--- config.mk ---
export PLATFORM = sky130hd
export DESIGN_NAME = rr_priority_encoder
export DESIGN_NICKNAME = d
export VERILOG_FILES = /design/src/rtl/rr_priority_encoder.sv
export SDC_FILE = /design/constraint.sdc
export NUM_CORES = 1
export LEC_CHECK = 0
export CAP_MARGIN = 15
export CORE_MARGIN = 3
export CORE_UTILIZATION = 43
export DETAILED_ROUTE_END_ITERATION = 10
export HOLD_SLACK_MARGIN = 0.15
export PLACE_DENSITY = 0.88
export SYNTH_ARGS = -nofsm -noshare
export SYNTH_HDL_FRONTEND = slang
export SYNTH_SLANG_ARGS = --single-unit
--- constraint.sdc ---
create_clock -name clk -period 1.97 [get_ports clk]
set_input_delay 0.394 -clock clk [delete_from_list [all_inputs] [get_ports clk]]
set_output_delay 0.394 -clock clk [all_outputs]
set_load 0.1 [all_outputs]
--- src/rtl/rr_priority_encoder.sv ---
// Registered multi-hot to binary index encoder with zero/multi-hot flags.
// Selection is fixed LSB-first or round-robin from the bit after the last grant.
module rr_priority_encoder #(
    parameter int unsigned  WIDTH       = 16,
    parameter int unsigned  ROUND_ROBIN = 0,
    localparam int unsigned IDX_W       = (WIDTH > 1) ? $clog2(WIDTH) : 1
) (
    input  logic              clk,
    input  logic              reset,
    input  logic              clear,
    input  logic [WIDTH-1:0]  in_tdata,
    input  logic              in_tvalid,
    output logic              in_tready,
    output logic [IDX_W-1:0]  out_tdata,
    output logic              out_tzero,
    output logic              out_tmulti,
    output logic              out_tvalid,
    input  logic              out_tready
);

    logic [IDX_W-1:0] ptr;
    logic [IDX_W-1:0] sel;
    logic [IDX_W-1:0] ptr_next;
    logic [WIDTH-1:0] rr_mask;
    logic [WIDTH-1:0] masked;
    logic             req_zero;
    logic             req_multi;
    logic             accept;

    function automatic logic [IDX_W-1:0] lsb_idx(input logic [WIDTH-1:0] v);
        logic [IDX_W-1:0] idx;
        idx = '0;
        for (int i = WIDTH - 1; i >= 0; i--) begin
            if (v[i]) idx = IDX_W'(i);
        end
        return idx;
    endfunction

    // Masked search covers ptr..WIDTH-1; the unmasked fallback covers the wrap to 0..ptr-1.
    always_comb begin
        rr_mask = '0;
        for (int i = 0; i < WIDTH; i++) begin
            rr_mask[i] = (IDX_W'(i) >= ptr);
        end
        masked    = in_tdata & rr_mask;
        req_zero  = (in_tdata == '0);
        req_multi = ((in_tdata & (in_tdata - WIDTH'(1))) != '0);
        if ((ROUND_ROBIN != 0) && (masked != '0)) begin
            sel = lsb_idx(masked);
        end else begin
            sel = lsb_idx(in_tdata);
        end
        ptr_next = (sel == IDX_W'(WIDTH - 1)) ? '0 : sel + IDX_W'(1);
    end

    assign in_tready = ~clear & (~out_tvalid | out_tready);
    assign accept    = in_tvalid & in_tready;

    always_ff @(posedge clk or posedge reset) begin
        if (reset) begin
            ptr        <= '0;
            out_tvalid <= 1'b0;
            out_tdata  <= '0;
            out_tzero  <= 1'b0;
            out_tmulti <= 1'b0;
        end else if (clear) begin
            ptr        <= '0;
            out_tvalid <= 1'b0;
            out_tdata  <= '0;
            out_tzero  <= 1'b0;
            out_tmulti <= 1'b0;
        end else if (accept) begin
            out_tvalid <= 1'b1;
            out_tdata  <= req_zero ? '0 : sel;
            out_tzero  <= req_zero;
            out_tmulti <= req_multi;
            if ((ROUND_ROBIN != 0) && !req_zero) begin
                ptr <= ptr_next;
            end
        end else if (out_tready) begin
            out_tvalid <= 1'b0;
        end
    end

endmodule

== Word level (Yosys, flattened, before mapping) ==
Cells that the tools add are included.
Word-level totals
  register bits after elaboration: 7
  latch bits: 0
  RAM bits: 0
  bits in read-only memories: 0
  input port bits: 21
  output and inout bits: 8
  logic and storage cells: 41
  memories: 0
Cells by class
  add/subtract/negate cells: 1
  $mul: 0
  div/mod/pow operators: 0
  $lt $le $gt $ge: 0
  eq/ne operators: 0
  shift operators: 0
  multiplexer cells: 26
  bitwise logic cells: 6
  reductions and logical operators: 4
Operator list (number)
  two-way mux 4 bit: 19
  AND 16 bit: 1
  logical NOT 16 bit: 1
  nonzero test 16 bit: 1
  subtractor 16 x 1 -> 16 bit, second input constant: 1
  two-way mux 1 bit: 7
  nonzero test 3 bit: 1
  AND 1 bit: 2
  NOT 1 bit: 2
  nonzero test 2 bit: 1
  OR 1 bit: 1

== Depth between registers and ports, before layout ==
Gate-level depths: netlist (run 1).
  depth after elaboration: 19
  depth in mapped cells: 5
  gate-level depth less buffers: 5

== Worst setup path after synthesis (run 1) ==
OpenSTA, ideal clock, no wires.
  path kind: register to output
  start point: register out_tvalid
  end point: output port in_tready
  data arrival time: 2.279 ns
  required time: 1.576 ns
  setup slack: -0.703 ns
  cell stages (with the launch flop): 3
  buffers on the path: 0
  cell sequence: dfrtp_1 nor2b_1 nor2_1
Between the ends
  cells in the longest elaborated chain, start to end: 3
RTL lines
  start, declared: RTL line 17  | output logic out_tvalid,
  start signal, assigned: RTL line 62  | out_tvalid <= 1'b0;
  start signal, assigned: RTL line 68  | out_tvalid <= 1'b0;
  start signal, assigned: RTL line 73  | out_tvalid <= 1'b1;
  NOT 1 bit: RTL line 56  | assign in_tready = ~clear & (~out_tvalid | out_tready);
  OR 1 bit: RTL line 56
  AND 1 bit: RTL line 56
  end, declared: RTL line 13  | output logic in_tready,
No other way between the ends.

== Worst setup path after layout (run 1) ==
  start point: input port in_tdata[3]
  end point: register out_tmulti
Between the ends
  cells in the longest elaborated chain, start to end: 5
RTL lines
  start, declared: RTL line 11  | input logic [WIDTH-1:0] in_tdata,
  subtractor 16 x 1 -> 16 bit: RTL line 47  | req_multi = ((in_tdata & (in_tdata - WIDTH'(1))) != '0);
  AND 16 bit (*): RTL line 47
  nonzero test 16 bit (*): RTL line 47
  two-way mux 1 bit (*): RTL line 72  | end else if (accept) begin
  two-way mux 1 bit (*): RTL line 66  | end else if (clear) begin
  end signal, assigned: RTL line 76  | out_tmulti <= req_multi;
  end, declared: RTL line 16  | output logic out_tmulti,
Every way passes the cells marked *; elsewhere a longest branch is shown, timed or not. The select of a mux whose other input is x is not followed.
A chain may end at the register's enable or synchronous reset.

==> results of run 1 <==
==> path summary, 6_finish.rpt <==
kind	endpoint	startpoint	slack, ps	depth (start not counted)
max in group asynchronous	out_tmulti	reset	1380	2
min in group clk	out_tdata[2]	out_tdata[2]	500	2
min reg2reg	out_tdata[2]	out_tdata[2]	500	2
max	out_tmulti	in_tdata[3]	210	5
min	out_tzero	reset	370	2
max reg2reg	out_tmulti	out_tvalid	620	5
==> layout make-up <==
type	count	area share, %
repair buffers	35	32.54
flip-flops and latches	7	17.52
well taps	15	1.877
clock buffers	4	2.628
multi-input cells	66	42.80
inverters	7	2.628
==> cell usage after synthesis, drive strengths merged <==
library cell	n	share of area, %
a32oi	1	1.4
inv	7	4.2
nand2	6	3.6
nor4	6	13
o32ai	1	1.4
and2	1	1.0
dfrtp	7	28
o31ai	3	3.6
o21a	1	1.2
nor3	1	0.80
nand2b	3	3.0
o21ai	8	6.4
o21bai	1	1.2
a32o	1	1.8
maj3	1	1.6
and3	2	2.0
nor2b	2	2.0
nor2	10	6.0
a22oi	3	3.6
a21oi	9	7.8
a21boi	1	1.2
a211oi	2	2.4
nand3	3	2.4
==> routing by layer <==
layer | routed length (µm) | GRT usage [%]
met1 | 690 | 19.60
met5 | 0 | 0
met4 | 39 | 10.84
met2 | 891 | 38.08
met3 | 129 | 4.065
==> registers in the layout, indices dropped and copies added (netlist names) <==
name        count
out_tmulti      1
out_tzero       1
out_tdata       4
out_tvalid      1
==> critical path, stage by stage <==
cell             delay [ps]
clkdlybuf4s50_1         500
nor4_4                  390
nand3_1                 140
o32ai_1                 310
a32oi_1                 140
==> power groups by stage <==
stage	Clock, mW	Sequential, mW	Combinational [mW]
floorplan	0	0.210	0.0578
global placement	0	0.157	0.209
detailed placement	0	0.158	0.213
CTS	0.135	0.156	0.214
global route	0.141	0.156	0.226
finish	0.131	0.156	0.214
==> cells by family (layout without fill, tap and decap cells) <==
family,Yosys count,after routing,synth area share [%]
and+or+nand+nor,34,34,33.80
AOI/OAI and AO/OA,31,31,32.19
DFF,7,7,28.17
buffers and inverters,7,46,4.226
adders and majority gates,1,1,1.610
==> metrics by stage <==
step	instance area (µm²)	instances
after CTS	999.7	134
after global placement	973.4	130
after detailed placement	973.4	130
final	999.7	134
after floorplan	629.4	80
after global routing	999.7	134
==> summary.md, run 1 <==
| Metric | Value |
|---|---|
| Status | `completed` |
| Fmax | `569.6 MHz` |
| Hold Crit Class | `in2async` |
| Slew Limit Fails | `0` |
| Synth unique cells | `26` |
| Longest Clk Path Bufs | `2` |
| Sw power | `0.1893 mW` |
| Grt total ovfl | `0` |
| Post-CTS sizing | `0` |
| Clock share of power | `26.2%` |
| Static leakage | `0.4148 nW` |
| Internal | `0.3115 mW` |
| Slew @ Worst Pin | `388.2 ps` |
| Pre-CTS WS | `-32.62 ps` |
| DIE AREA | `1939 µm²` |
| Most frequent cells in the layout | `20 x clkdlybuf4s50_1, 14 x buf_4, 9 x nor2_1` |
| Detailed-route via count | `756` |
| VDD IR max | `190.7 µV` |
| Clock skew after layout | `4.429 ps` |
| Commonest non-fill, non-tap cell in the layout | `clkdlybuf4s50_1` |
| Vias in the first global route | `723` |
| CTS sink count | `7` |
| Synthesized flop and latch total | `7` |
| CTS Buf Count | `3` |
| # Post-CTS Setup Buffers | `0` |
| Critical path peak fanout | `5` |
| # diodes | `0` |
| Crit path DAT | `1880 ps` |
| Top-Level Pins | `29` |
| Fillers | `112` |
| Initial core utilization | `46.62%` |
| Startpoint types | `input port` |
| CP Class | `in2reg` |
| GRT Total Usage | `19.93%` |
| Setup TNS | `0 ps` |
| Cts hold-fix bufs | `0` |
| Post-route DRC | `0` |
| Vias per cell | `5.642` |
| Sequential share of power | `31.1%` |
| Rel. slew slack | `73.91%` |
| Nets | `141` |
| Fin util | `74.95%` |
| Final wirelength | `1.751 mm` |
| WHS | `374.7 ps` |
| DP HPWL | `1.494 mm` |
| Share of cells above drive strength 1 | `21.01%` |
| ANT nets after route | `0` |
| Avg Inst Size Synth | `7.773 µm²` |
| Mapped Cells | `80` |
| DIE HEIGHT | `44.03 µm` |
| Die width | `44.03 µm` |
| Yosys warns | `0` |
| Count of TritonRoute iterations in the first routing pass | `4` |
| Synthesized cell area | `621.8 µm²` |
| Required @ worst endpoint | `2090 ps` |
| Synthesis-to-layout area growth | `60.76%` |
| Htree depth | `1` |
| Hold Vio Cnt, Final | `0` |
| Max capacitance violation total | `0` |
| Combinational Power Share | `42.7%` |
| Syn_nets | `101` |
| Sequential element share of the synthesized area | `28.17%` |
| Min cycle time layout | `1756 ps` |
| CTS tree | `built` |
| RSZ-0062 raised after global routing | `false` |
| Clock Pin Slew Worst Setup and Hold Paths | `50 ps` |
| Avg WL per Cell | `13.07 µm` |
| Cell Pwr Density | `500.9 nW/µm²` |
| Row count | `13` |
| Core footprint | `1334 µm²` |
| Reg area | `175.2 µm²` |
| Largest net degree at the start of global routing | `8` |
| First DRT Iteration DRCs | `25` |
| First-pass GRT wire length | `2.842 mm` |
| Final setup viols | `0` |
| Design Power | `0.5008 mW` |
| Setup ws final | `214.4 ps` |
| Area of the multi-input gates | `427.9 µm²` |
| Switching fraction of total power | `37.79%` |
| RD Place Congestion | `0.8087` |
| Clock root buffer | `clkbuf_4` |
| Worst skew pair latency | `250 ps` |
| Worst setup EP type | `flip-flop` |
| Initial antenna violation count | `0` |
| Period utilisation layout | `89.12%` |
| Port bufs | `28` |
(Power assumes the default switching activity.)
==> run 2: changes to the inputs <==
Settings changed: PLACE_DENSITY 0.88 to default, PLACE_DENSITY_LB_ADDON from default to 0.1.
==> summary.md, run 2 (same netlist as run 1, synthesis figures left out) <==
| Metric | Value |
|---|---|
| Static leakage | `0.4295 nW (+3.5%)` |
| Post-route DRC | `0 (unchanged)` |
| Port bufs | `28 (unchanged)` |
| Final wirelength | `1.827 mm (+4.3%)` |
| Clock Pin Slew Worst Setup and Hold Paths | `50 ps (about the same)` |
| Final setup viols | `0 (unchanged)` |
| Vias per cell | `5.672 (+0.53%)` |
| Rel. slew slack | `74.11% (+0.20 points)` |
| Most frequent cells in the layout | `20 x clkdlybuf4s50_1, 17 x buf_4, 9 x nor2_1` |
| Slew @ Worst Pin | `385.2 ps (-3.032 ps)` |
| Required @ worst endpoint | `2100 ps (about the same)` |
| CTS sink count | `7 (unchanged)` |
| RSZ-0062 raised after global routing | `false` |
| Avg WL per Cell | `13.34 µm (+2.1%)` |
| Final instance area | `1022 µm² (+2.3%)` |
| Reg2reg setup slack | `660 ps (+40 ps)` |
| Grt total ovfl | `0 (unchanged)` |
| Area of the multi-input gates | `427.9 µm² (unchanged)` |
| Clock root buffer | `clkbuf_4` |
| Critical path peak fanout | `5 (unchanged)` |
| RD Place Congestion | `0.8802 (+8.8%)` |
| GRT Total Usage | `20.88% (+0.94 points)` |
| Max capacitance violation total | `0 (unchanged)` |
| Crit path DAT | `1880 ps (about the same)` |
| DIE HEIGHT | `44.03 µm (unchanged)` |
| Detailed-route via count | `777 (+2.8%)` |
| Commonest non-fill, non-tap cell in the layout | `clkdlybuf4s50_1` |
| Reg area | `175.2 µm² (unchanged)` |
| # Post-CTS Setup Buffers | `0 (unchanged)` |
| Fin util | `76.64% (+1.7 points)` |
| Status | `completed` |
| Setup TNS | `0 ps (unchanged)` |
| Cell Pwr Density | `496.6 nW/µm² (-0.86%)` |
| CTS tree | `built` |
| Initial antenna violation count | `0 (unchanged)` |
| Hold Crit Class | `in2async` |
| Design Power | `0.5077 mW (+1.4%)` |
| Longest Clk Path Bufs | `2 (unchanged)` |
| # diodes | `0 (unchanged)` |
| Reg with most FFs | `out_tdata` |
| Row count | `13 (unchanged)` |
| FF-to-FF path depth | `5 (unchanged)` |
| Fillers | `104 (-7.1%)` |
| Count of TritonRoute iterations in the first routing pass | `4 (unchanged)` |
| DP HPWL | `1.520 mm (+1.8%)` |
| Period utilisation layout | `89.15% (about the same)` |
| Synthesis-to-layout area growth | `64.39%` |
| First-pass GRT wire length | `3.063 mm (+7.8%)` |
| Top-Level Pins | `29 (unchanged)` |
| Fmax | `569.4 MHz (about the same)` |
| Worst skew pair latency | `250 ps (about the same)` |
| Nets | `144 (+2.1%)` |
| Total placed cells including tap cells | `133 (+2.3%)` |
| Share of cells above drive strength 1 | `22.95% (+1.9 points)` |
| Cell Count, Final, Fillers Out | `137 (+2.2%)` |
| First DRT Iteration DRCs | `18 (-28%)` |
| CTS Buf Count | `3 (unchanged)` |
| Die width | `44.03 µm (unchanged)` |
| Core footprint | `1334 µm² (unchanged)` |
| Largest register FFs | `4 (unchanged)` |
| Clock skew after layout | `0.7220 ps (-3.707 ps)` |
| Largest net degree at the start of global routing | `8 (unchanged)` |
| Placed cell areas | `996.0 µm² (+2.3%)` |
| Initial core utilization | `46.62% (unchanged)` |
| Critical register-to-register path startpoint | `out_tvalid` |
| RR Endpoint | `out_tmulti` |
| Vias in the first global route | `748 (+3.5%)` |
| Post-CTS sizing | `0 (unchanged)` |
| Hold Vio Cnt, Final | `0 (unchanged)` |
| CP Class | `in2reg` |
| Htree depth | `1 (unchanged)` |
| Cts hold-fix bufs | `0 (unchanged)` |
| Slew Limit Fails | `0 (unchanged)` |
| VDD IR max | `342.9 µV (+80%)` |
| Worst setup EP type | `flip-flop` |
| Min cycle time layout | `1756 ps (+0.6240 ps)` |
| DIE AREA | `1939 µm² (unchanged)` |
| CP startpoint | `in_tdata[3]` |
| ANT nets after route | `0 (unchanged)` |
| Startpoint types | `input port` |
-- run 2: changes by cell type in the layout (fill, tap and decap cells not counted), sizes merged --
cell	before	now
buf	15	18
-- run 2: metrics by stage --
stage          setup slack (ps)  hold WS [ps]
3_3_place_gp             -19.79         487.8
6_report                  213.7         372.3
5_1_grt                   69.00         379.7
2_1_floorplan             52.67         197.4
3_5_place_dp             -27.78         498.0
4_1_cts                   240.0         371.9
-- run 2: worst max path at each step --
stage                       endpoint  slack [ps]  cells past startpoint
after floorplan            in_tready          50                      2
after global placement    out_tmulti         -20                      6
after detailed placement  out_tmulti         -30                      6
after CTS                 out_tmulti         240                      6
after global routing      out_tmulti          70                      6
final                     out_tmulti         210                      6
-- run 2: power breakdown --
group / total (mW) / switching, mW / internal, mW
clock: 0.134 / 0.0562 / 0.0775
sequential: 0.156 / 0.00477 / 0.151
combinational: 0.218 / 0.132 / 0.0861
total: 0.508 / 0.193 / 0.315
-- run 2: layout make-up --
| type | instances | area share (%) |
|---|---|---|
| clock buffer | 4 | 2.570 |
| inverter | 7 | 2.570 |
| multi-input combinational | 66 | 41.86 |
| sequential | 7 | 17.14 |
| tap | 15 | 1.836 |
| timing repair buffer | 38 | 34.03 |
-- run 2: layer usage --
metal	GRT usage, %	vias to the layer above	routed length [µm]
met5	0	-	0
met4	8.434	0	27
met3	6.504	4	127
met2	34.01	31	875
met1	25.44	359	795
li1	-	383	-
-- run 2: critical path, cell delays in order --
cell and delay [ps]:
clkdlybuf4s50_1 480, nor4_4 390, nand2_1 120, o31ai_1 220, and3_1 180, a32oi_1 90
==> run 3: changes to the inputs <==
Settings changed: CAP_MARGIN 15 to 25.
==> results of run 3 <==
Same layout as run 2: the final DEF is identical, and so are final timing and power.
